## src/rtl/i2c_slave_responder.sv

```systemverilog
// I2C target at SLV_ADDR with a DEPTH-byte register file: write sets pointer then data, read streams from pointer.
// Bus events act 3 pclk after the pin edge; SDA is driven open-drain only and SCL is never stretched.
module i2c_slave_responder #(
   parameter logic [6:0] SLV_ADDR = 7'h42,
   parameter int         DEPTH    = 8,
   parameter int         PTR_W    = $clog2(DEPTH)
) (
   input  logic             pclk_i,
   input  logic             preset_n_i,
   input  logic             scl_i,
   input  logic             sda_i,
   output logic             sda_oe_o,
   output logic             start_o,
   output logic             stop_o,
   output logic             busy_o,
   output logic             wr_valid_o,
   output logic [PTR_W-1:0] wr_addr_o,
   output logic [7:0]       wr_data_o
);

   typedef enum logic [3:0] {
      IDLE, ADDR, ADDR_ACK, PTR, WR_DATA, DATA_ACK, RD_DATA, RD_ACK, WAIT_STOP
   } state_t;

   state_t           state;
   logic             scl_m, scl_s, scl_d, sda_m, sda_s, sda_d;
   logic             scl_rise, scl_fall, start_det, stop_det;
   logic [7:0]       shift_q;
   logic [7:0]       regs [DEPTH];
   logic [PTR_W-1:0] ptr;
   logic [3:0]       cnt;
   logic             rw;
   logic             ack_on;
   logic [7:0]       rx_byte;
   logic [7:0]       rd_byte;

   // Idle bus is high, so the synchronizers reset to 1 to avoid a false edge at release.
   always_ff @(posedge pclk_i or negedge preset_n_i) begin
      if (!preset_n_i) begin
         scl_m <= 1'b1; scl_s <= 1'b1; scl_d <= 1'b1;
         sda_m <= 1'b1; sda_s <= 1'b1; sda_d <= 1'b1;
      end else begin
         scl_m <= scl_i; scl_s <= scl_m; scl_d <= scl_s;
         sda_m <= sda_i; sda_s <= sda_m; sda_d <= sda_s;
      end
   end

   assign scl_rise  = scl_s & ~scl_d;
   assign scl_fall  = ~scl_s & scl_d;
   assign start_det = scl_s & sda_d & ~sda_s;
   assign stop_det  = scl_s & ~sda_d & sda_s;
   assign rx_byte   = {shift_q[6:0], sda_s};
   assign rd_byte   = regs[ptr];

   always_ff @(posedge pclk_i or negedge preset_n_i) begin
      if (!preset_n_i) begin
         state      <= IDLE;
         sda_oe_o   <= 1'b0;
         start_o    <= 1'b0;
         stop_o     <= 1'b0;
         busy_o     <= 1'b0;
         wr_valid_o <= 1'b0;
         wr_addr_o  <= '0;
         wr_data_o  <= 8'h00;
         shift_q    <= 8'h00;
         ptr        <= '0;
         cnt        <= 4'd0;
         rw         <= 1'b0;
         ack_on     <= 1'b0;
         for (int i = 0; i < DEPTH; i++) regs[i] <= 8'h00;
      end else begin
         start_o    <= 1'b0;
         stop_o     <= 1'b0;
         wr_valid_o <= 1'b0;
         if (start_det) begin
            state    <= ADDR;
            cnt      <= 4'd0;
            ack_on   <= 1'b0;
            sda_oe_o <= 1'b0;
            start_o  <= 1'b1;
         end else if (stop_det) begin
            state    <= IDLE;
            ack_on   <= 1'b0;
            sda_oe_o <= 1'b0;
            busy_o   <= 1'b0;
            stop_o   <= 1'b1;
         end else begin
            case (state)
               ADDR: if (scl_rise) begin
                  shift_q <= rx_byte;
                  cnt     <= cnt + 4'd1;
                  if (cnt == 4'd7) begin
                     cnt <= 4'd0;
                     rw  <= sda_s;
                     if (rx_byte[7:1] == SLV_ADDR) begin
                        state <= ADDR_ACK;
                     end else begin
                        state  <= WAIT_STOP;
                        busy_o <= 1'b0;
                     end
                  end
               end
               // First fall drives the ACK, second fall ends it; a read presents its MSB on that same fall.
               ADDR_ACK: if (scl_fall) begin
                  if (!ack_on) begin
                     ack_on   <= 1'b1;
                     sda_oe_o <= 1'b1;
                     busy_o   <= 1'b1;
                  end else begin
                     ack_on <= 1'b0;
                     if (rw) begin
                        sda_oe_o <= ~rd_byte[7];
                        shift_q  <= {rd_byte[6:0], 1'b0};
                        cnt      <= 4'd1;
                        state    <= RD_DATA;
                     end else begin
                        sda_oe_o <= 1'b0;
                        cnt      <= 4'd0;
                        state    <= PTR;
                     end
                  end
               end
               PTR, WR_DATA: if (scl_rise) begin
                  shift_q <= rx_byte;
                  cnt     <= cnt + 4'd1;
                  if (cnt == 4'd7) begin
                     cnt   <= 4'd0;
                     state <= DATA_ACK;
                     if (state == PTR) begin
                        ptr <= rx_byte[PTR_W-1:0];
                     end else begin
                        regs[ptr]  <= rx_byte;
                        wr_valid_o <= 1'b1;
                        wr_addr_o  <= ptr;
                        wr_data_o  <= rx_byte;
                        ptr        <= ptr + 1'b1;
                     end
                  end
               end
               DATA_ACK: if (scl_fall) begin
                  if (!ack_on) begin
                     ack_on   <= 1'b1;
                     sda_oe_o <= 1'b1;
                  end else begin
                     ack_on   <= 1'b0;
                     sda_oe_o <= 1'b0;
                     state    <= WR_DATA;
                  end
               end
               // cnt counts bits already presented; the fall after the 8th bit hands SDA to the master.
               RD_DATA: if (scl_fall) begin
                  if (cnt == 4'd8) begin
                     sda_oe_o <= 1'b0;
                     ptr      <= ptr + 1'b1;
                     state    <= RD_ACK;
                  end else begin
                     sda_oe_o <= ~shift_q[7];
                     shift_q  <= {shift_q[6:0], 1'b0};
                     cnt      <= cnt + 4'd1;
                  end
               end
               RD_ACK: if (scl_rise) begin
                  if (!sda_s) begin
                     shift_q <= rd_byte;
                     cnt     <= 4'd0;
                     state   <= RD_DATA;
                  end else begin
                     state <= WAIT_STOP;
                  end
               end
               default: ;
            endcase
         end
      end
   end

endmodule
```

## config.mk

```make
export PLATFORM = sky130hd
export DESIGN_NAME = i2c_slave_responder
export DESIGN_NICKNAME = d
export VERILOG_FILES = /design/src/rtl/i2c_slave_responder.sv
export SDC_FILE = /design/constraint.sdc
export NUM_CORES = 1
export LEC_CHECK = 0
export BUFFER_PORTS_ARGS = -buffer_cell sky130_fd_sc_hd__buf_2
export CAP_MARGIN = 20
export CORE_MARGIN = 3
export CORE_UTILIZATION = 58
export CTS_BUF_LIST = sky130_fd_sc_hd__clkbuf_8
export CTS_CLUSTER_DIAMETER = 80
export DETAILED_ROUTE_END_ITERATION = 10
export GPL_ROUTABILITY_DRIVEN = 0
export PLACE_DENSITY = 0.78
export SKIP_CTS_REPAIR_TIMING = 1
export SYNTH_ARGS = -nofsm -noshare
export SYNTH_HDL_FRONTEND = slang
export SYNTH_SLANG_ARGS = --single-unit
```

## constraint.sdc

```tcl
create_clock -name pclk_i -period 2.63 [get_ports pclk_i]
set_input_delay 0 -clock pclk_i [delete_from_list [all_inputs] [get_ports pclk_i]]
set_output_delay 0 -clock pclk_i [all_outputs]
set_load 0.1 [all_outputs]
```

## Word-level counts from Yosys, hierarchy flattened

Cells that the tools add are included.

| word-level totals | value |
|---|---|
| flip-flop bits (word level) | 107 |
| output and inout port bits | 16 |

| operators by class | value |
|---|---|
| add/sub/neg operators | 2 |
| magnitude comparators | 2 |
| equality and inequality tests | 45 |
| multiplexer cells | 79 |
| bitwise gates (word level) | 16 |
| reductions and logical operators | 21 |

Operator list:

| cell | number |
|---|---|
| two-way mux 4 bit | 25 |
| two-way mux 8 bit | 11 |
| bitwise mux 64 bit | 1 |
| != test 4 bit, second input constant | 11 |
| != test 3 bit, second input constant | 11 |
| one-hot mux 8 bit (4 select lines) | 1 |
| two-way mux 1 bit | 28 |
| binary-select mux 8 bit (select 3 bit) | 1 |
| demux 8 bit (select 3 bit) | 1 |
| one-hot mux 4 bit (6 select lines) | 1 |
| != test 2 bit, second input constant | 11 |
| equality test 4 x 3 -> 1 bit, second input constant | 5 |
| two-way mux 3 bit | 6 |
| one-hot mux 4 bit (4 select lines) | 1 |
| AND reduction 7 bit | 2 |
| AND reduction 12 bit | 1 |
| AND reduction 11 bit | 1 |
| nonzero test 5 bit | 2 |
| inverter 1 bit | 9 |
| AND reduction 9 bit | 1 |
| nonzero test 3 bit | 3 |
| equality test 4 x 2 -> 1 bit, second input constant | 2 |
| nonzero test 8 bit | 1 |
| equality test 7 bit, second input constant | 1 |
| other kinds (22) | 28 |

## Logic depth before layout (Yosys ltp)

Gate-level depths: netlist of the first run.

| logic depth | value |
|---|---|
| word-level depth | 11 |
| mapped depth | 10 |
| gate-level depth less buffers | 8 |

## Worst setup path before layout of the first run

OpenSTA, ideal clock, no wires.

| timing path | value |
|---|---|
| path kind | reg2reg |
| start | register cnt[0] |
| end | register regs[40] (netlist bit) |
| library setup time | 125 ps |
| arrival time | 2251 ps |
| data required time | 2505 ps |
| slack | 254 ps |
| stages on the path, launching flop included | 9 |
| buffers on the path | 1 |
| clock period less this slack | 2376 ps |
| cell sequence | dfrtp_1 > ha_1 > nand3b_4 > nor2_1 > nand2_1 > or3_1 > buf_6 > nor4b_4 > mux2_2 |

| on the way | value |
|---|---|
| cells in the longest elaborated chain, start to end | 2 |

Ends and longest elaborated chain:

| element | line | text |
|---|---|---|
| start, declared | 31 | `logic [3:0] cnt;` |
| start signal, assigned | 91 | `cnt <= cnt + 4'd1;` |
| start signal, assigned | 125 | `cnt <= cnt + 4'd1;` |
| start signal, assigned | 159 | `cnt <= cnt + 4'd1;` |
| equality test 4 x 3 -> 1 bit | 126 | `if (cnt == 4'd7) begin` |
| AND reduction 6 bit (no line) | -- |  |
| end signal, assigned by index | 132 | `regs[ptr] <= rx_byte;` |
| end, declared | 29 | `logic [7:0] regs [DEPTH];` |

No other way between the ends.
A chain may end at the register's enable or synchronous reset.

## Worst setup path after layout of the first run

| timing path | value |
|---|---|
| start | register cnt[1] |
| end | register regs[47] (netlist bit) |

Same word-level chain as after synthesis.

==> results of run 1 <==
==> how the worst min path moves through the flow <==
stage	slack, ps	endpoint	depth (start not counted)
2_1_floorplan	-300	ack_on	0
3_3_place_gp	80	sda_oe_o	1
3_5_place_dp	90	state[0]	1
4_1_cts	-320	wr_addr_o[0]	1
5_1_grt	240	sda_oe_o	2
6_report	200	state[0]	2
==> sequential cells by signal, indices dropped and copies added (netlist names) <==
name	count
sda_oe_o	1
sda_d	1
regs	64
rw	1
scl_m	1
scl_d	1
wr_data_o	8
start_o	1
sda_m	1
sda_s	1
wr_valid_o	1
shift_q	8
state	4
wr_addr_o	3
ptr	3
stop_o	1
busy_o	1
cnt	4
ack_on	1
scl_s	1
==> power by group through the flow <==
| stage | registers [mW] | clock network, mW | logic [mW] |
|---|---|---|---|
| after floorplan | 1.92 | 0 | 0.728 |
| after global placement | 1.99 | 0 | 0.930 |
| after detailed placement | 1.99 | 0 | 0.950 |
| after CTS | 1.96 | 1.01 | 0.956 |
| after global routing | 1.98 | 1.09 | 1.06 |
| final | 1.96 | 0.982 | 0.969 |
==> worst max-delay path, stage by stage (launching register included) <==
cell and delay (ps):
dfrtp_1 410, ha_2 240, nand3b_4 110, nor2_1 150
nand2_1 60, or3_1 440, buf_4 220, nor4b_4 270
buf_6 180, mux2_2 340
==> synth_stat cells, types with 8 or more instances <==
| master | instances |
|---|---|
| clkbuf_1 | 18 |
| nor2_1 | 23 |
| mux4_2 | 15 |
| a21oi_1 | 23 |
| o21ai_0 | 19 |
| mux2_4 | 8 |
| mux2_2 | 64 |
| dfrtp_1 | 101 |
| mux2i_1 | 10 |
| inv_1 | 8 |
| nand2_1 | 53 |
| nand2b_1 | 8 |
==> cell families after synthesis <==
kind of cell | Yosys count | share of synthesized area
multiplexers | 97 | 0.234
buffers and inverters | 43 | 0.0392
XOR/XNOR | 4 | 0.00642
AND/OR/NAND/NOR | 124 | 0.128
AO/OA/AOI/OAI | 81 | 0.0937
adder cells (fa/ha/maj) | 3 | 0.00687
flip-flops | 107 | 0.492
==> through the flow <==
stage	power [mW]	area, µm²	hold slack [ps]
6_report	3.92	6020	203
5_1_grt	4.13	6020	244
4_1_cts	3.92	5930	-321
3_5_place_dp	2.94	5740	90.3
3_3_place_gp	2.92	5740	79.4
2_1_floorplan	2.65	5460	-296
==> routing by layer <==
metal,share of wire,track usage,routed length (µm)
met2,0.51,0.389,5920
met3,0.042,0.0467,496
met4,0.015,0.0876,170
met1,0.44,0.304,5130
met5,0,0,0
==> cell type report <==
type	count	area, µm²	share of cell area
Tap cell	108	135	0.0224
Multi-Input combinational cell	309	2590	0.430
Sequential cell	107	2690	0.446
Clock buffer	10	138	0.0229
Timing Repair Buffer	53	377	0.0626
Clock inverter	6	58.8	0.00977
Inverter	9	33.8	0.00561
==> impl_metrics.yaml, run 1 <==
outcome:
  status: "completed"
floorplanning:
  start_util: 0.611
  die_h_um: 103
  row_count: 34
  dieArea_um2: 10600
  die_w_um: 103
  core_area_um2: 8930
  ios: 20
placed_design:
  place_worst_setup_slack_ps: 85.3
  dp_cells: 580
  post-dp-hpwl_um: 8060
  io_buffer_count: 19
cts:
  max-clock-path-buffers: 2
  cts_tree: "built"
  cts_buffers: 9
  clk_latency_ps: 380
  clkTransAtPathRegs_ps: 100
  cts_root_buf: "clkbuf_8"
  clock_sinks: 107
  cts-htree-levels: 3
sta:
  fin_setup_tns_ps: 0
  slew_headroom: 0.442
  hold_viol_final: 0
  setup_ws_ps: 104
  final.min_clock_period_ps: 2530
  fin_skew_ps: 11.3
  finalSetupViolations: 0
  fmax_mhz: 396
  worstMarginPinSlew_ps: 836
  finalMaxSlewViolations: 0
  post-route-period-util: 0.960
critical_path:
  arrival_ps: 2790
  crit_end: "regs[47]"
  r2r_slack_ps: 100
  path_class: "reg -> reg"
  crit_path_max_fanout: 9
  r2r-start: "cnt[1]"
  cp-startpoint: "cnt[1]"
  start_kind: "flop"
  required_ps: 2890
  worst_r2r_path_depth: 9
  r2r_end: "regs[47]"
  end_kind: "flop"
global_route:
  grt_max_degree: 56
  grt_pass1_wl_um: 19100
  gr-total-overflow: 0
  grt_util_all_layers: 0.234
  antenna_found_initial: 0
  grt_pass1_vias: 3879
synth:
  syn_inst: 459
  synthDistinctLibCells: 63
  ys_seq_area_frac: 0.492
  synth_edf_count: 0
  syn_area_um2: 5460
  ys_ff_latch: 107
  synth.area.top_cells: "dfrtp_1, mux2_2, mux4_2"
  ys.flop_type: "dfrtp_1"
  syn_area_per_cell_um2: 11.9
  async_flop_share: 1.00
  synth_fp_nets: 466
  synth_top_area_frac: 0.463
  yosysWarnings: 0
  yosys.area.top_type: "dfrtp_1"
layout:
  fin_cells: 602
  layout_commonest_cell: "dfrtp_1"
  n_antenna_cell: 0
  final_cell_mix: "dfrtp_1, mux2_2, nand2_1, buf_4"
  syn_to_final_growth_pct: 10.2
  nNetsFinal: 496
  fill_cells: 649
  drive_gt1_frac: 0.356
  final_util: 0.674
routing:
  dr.first_iter.drc_count: 195
  vias_per_cell: 6.27
  drtPass1Iterations: 5
  post_drt_wl_per_cell_um: 19.5
  drt-total-wl_um: 11700
  num_vias: 3773
  drc: 0
  detail-route-antenna-nets: 0
job:
  maxCapViolCount: 0
power:
  comb_power_share: 0.248
  power_leakage_nw: 2.95
  p_seq_frac: 0.502
  p_clk_frac: 0.251
  p_sw_mw: 1.37
  ir_worst_vdd_mv: 0.448
  switching_share: 0.350
  intPower_mw: 2.54
  power.density_nw_per_um2: 650
worst_hold_path:
  hold_path.class: "in -> async"
No activity file was read; power rests on OpenSTA's default activity.
==> inputs of run 2 (changes only) <==
--- a/config.mk
+++ b/config.mk
@@ -8,12 +8,12 @@
 export BUFFER_PORTS_ARGS = -buffer_cell sky130_fd_sc_hd__buf_2
 export CAP_MARGIN = 20
 export CORE_MARGIN = 3
-export CORE_UTILIZATION = 58
+export CORE_UTILIZATION = 45
 export CTS_BUF_LIST = sky130_fd_sc_hd__clkbuf_8
 export CTS_CLUSTER_DIAMETER = 80
 export DETAILED_ROUTE_END_ITERATION = 10
 export GPL_ROUTABILITY_DRIVEN = 0
-export PLACE_DENSITY = 0.78
+export PLACE_DENSITY = 0.64
 export SKIP_CTS_REPAIR_TIMING = 1
 export SYNTH_ARGS = -nofsm -noshare
 export SYNTH_HDL_FRONTEND = slang
==> impl_metrics.yaml, run 2 (synthesis gave the netlist of run 1 again) <==
sta:
  fin_skew_ps: 15.3
  finalSetupViolations: 0
  fin_setup_tns_ps: 0
  rsz0062_at_grt: "false"
  worstMarginPinSlew_ps: 830
  fmax_mhz: 407
  final.min_clock_period_ps: 2460
  slew_headroom: 0.447
  post-route-period-util: 0.934
  finalMaxSlewViolations: 0
  hold_viol_final: 0
cts:
  clkTransAtPathRegs_ps: 100
  cts_buffers: 9
  cts-htree-levels: 3
  clock_sinks: 107
  max-clock-path-buffers: 2
  cts_root_buf: "clkbuf_8"
  cts_tree: "built"
  clk_latency_ps: 390
floorplanning:
  die_w_um: 116
  core_area_um2: 11700
  die_h_um: 116
  ios: 20
  row_count: 39
  start_util: 0.468
  dieArea_um2: 13500
power:
  p_clk_frac: 0.265
  p_sw_mw: 1.37
  power.density_nw_per_um2: 658
  ir_worst_vdd_mv: 0.416
  switching_share: 0.344
  intPower_mw: 2.62
  p_seq_frac: 0.487
  comb_power_share: 0.248
  power_leakage_nw: 2.92
  total_power_mw: 3.99
routing:
  vias_per_cell: 5.73
  detail-route-antenna-nets: 0
  num_vias: 3646
  post_drt_wl_per_cell_um: 18.1
  drt-total-wl_um: 11500
  drtPass1Iterations: 4
  dr.first_iter.drc_count: 226
  drc: 0
global_route:
  grt_max_degree: 59
  grt_pass1_wl_um: 19600
  grt_util_all_layers: 0.187
  antenna_found_initial: 0
  grt_pass1_vias: 3781
  gr-total-overflow: 0
layout:
  layout_commonest_cell: "dfrtp_1"
  n_antenna_cell: 0
  syn_to_final_growth_pct: 10.9
  register_area_um2: 2690
  largestRegisters: "regs: 64 flops, shift_q: 8 flops, wr_data_o: 8 flops"
  largest_reg_flops: 64
  drive_gt1_frac: 0.357
  top_register: "regs"
  nNetsFinal: 496
  fin_cells: 636
  final_cell_mix: "dfrtp_1, mux2_2, nand2_1, buf_4"
  fill_cells: 1011
  multi_input_area_um2: 2580
  final_util: 0.519
placed_design:
  dp_cells: 616
  io_buffer_count: 19
  post-dp-hpwl_um: 8180
critical_path:
  required_ps: 2890
  arrival_ps: 2720
  crit_path_max_fanout: 13
  slowest_delay_ps: 450
  cpMaxStageDelayCell: "or3b_2"
  start_kind: "flop"
  path_class: "reg -> reg"
  crit_family: "simple AND/OR/NAND/NOR gates"
  cp_cell_sequence: "buf_4 > or3b_2 > a21oi_1 > nand2_1 > nand2_1 > or3_1 > mux2_4"
  crit_path_frequent_cell: "nand2_1"
  end_kind: "flop"
  crit_buf_inv: 1
outcome:
  status: "completed"
worst_hold_path:
  hold_path.class: "in -> async"
job:
  maxCapViolCount: 0
-- run 2: cell type report --
class                   count  area share
inverters                   9     0.00558
flip-flops and latches    107       0.444
multi-input cells         309       0.426
clock inverters             6      0.0136
well taps                 143      0.0296
repair buffers             53      0.0616
clock buffers               9      0.0205
-- run 2: power by group through the flow --
stage	sequential, mW	clock (mW)	combinational [mW]
4_1_cts	1.94	1.09	0.981
2_1_floorplan	1.92	0	0.728
5_1_grt	1.97	1.16	1.09
3_3_place_gp	1.97	0	0.969
3_5_place_dp	1.97	0	0.979
6_report	1.94	1.06	0.990
-- run 2: worst paths after layout --
kind,slack [ps],to,depth (start not counted),start
min in group pclk_i,260,scl_m,2,scl_i
setup / recovery,170,shift_q[6],7,state[0]
setup reg to reg,170,shift_q[6],7,state[0]
max in group asynchronous,1710,regs[20],3,preset_n_i
hold reg to reg,360,sda_s,0,sda_m
hold / removal,180,state[0],2,preset_n_i
-- run 2: worst reg2reg max path: stages, from the launching register on --
cell and delay [ps]:
dfrtp_1 440, buf_4 210, or3b_2 450, a21oi_1 260, nand2_1 110, nand2_1 90
or3_1 440, mux2_4 340
-- run 2: metal layers --
metal | GRT usage | wire [µm] | vias to the layer above
met2 | 0.307 | 5690 | 73
met4 | 0.0557 | 146 | 0
met3 | 0.0472 | 434 | 11
met1 | 0.248 | 5250 | 1846
li1 | - | - | 1716
met5 | 0 | 0 | -
-- run 2: metrics by stage --
stage | hold WS [ps] | cell area, µm² | setup WS [ps]
2_1_floorplan | -296 | 5460 | 254
4_1_cts | -349 | 6000 | 10.5
3_3_place_gp | 68.1 | 5790 | 29.1
3_5_place_dp | 80.0 | 5790 | 39.4
6_report | 180 | 6050 | 173
5_1_grt | 234 | 6050 | 70.0
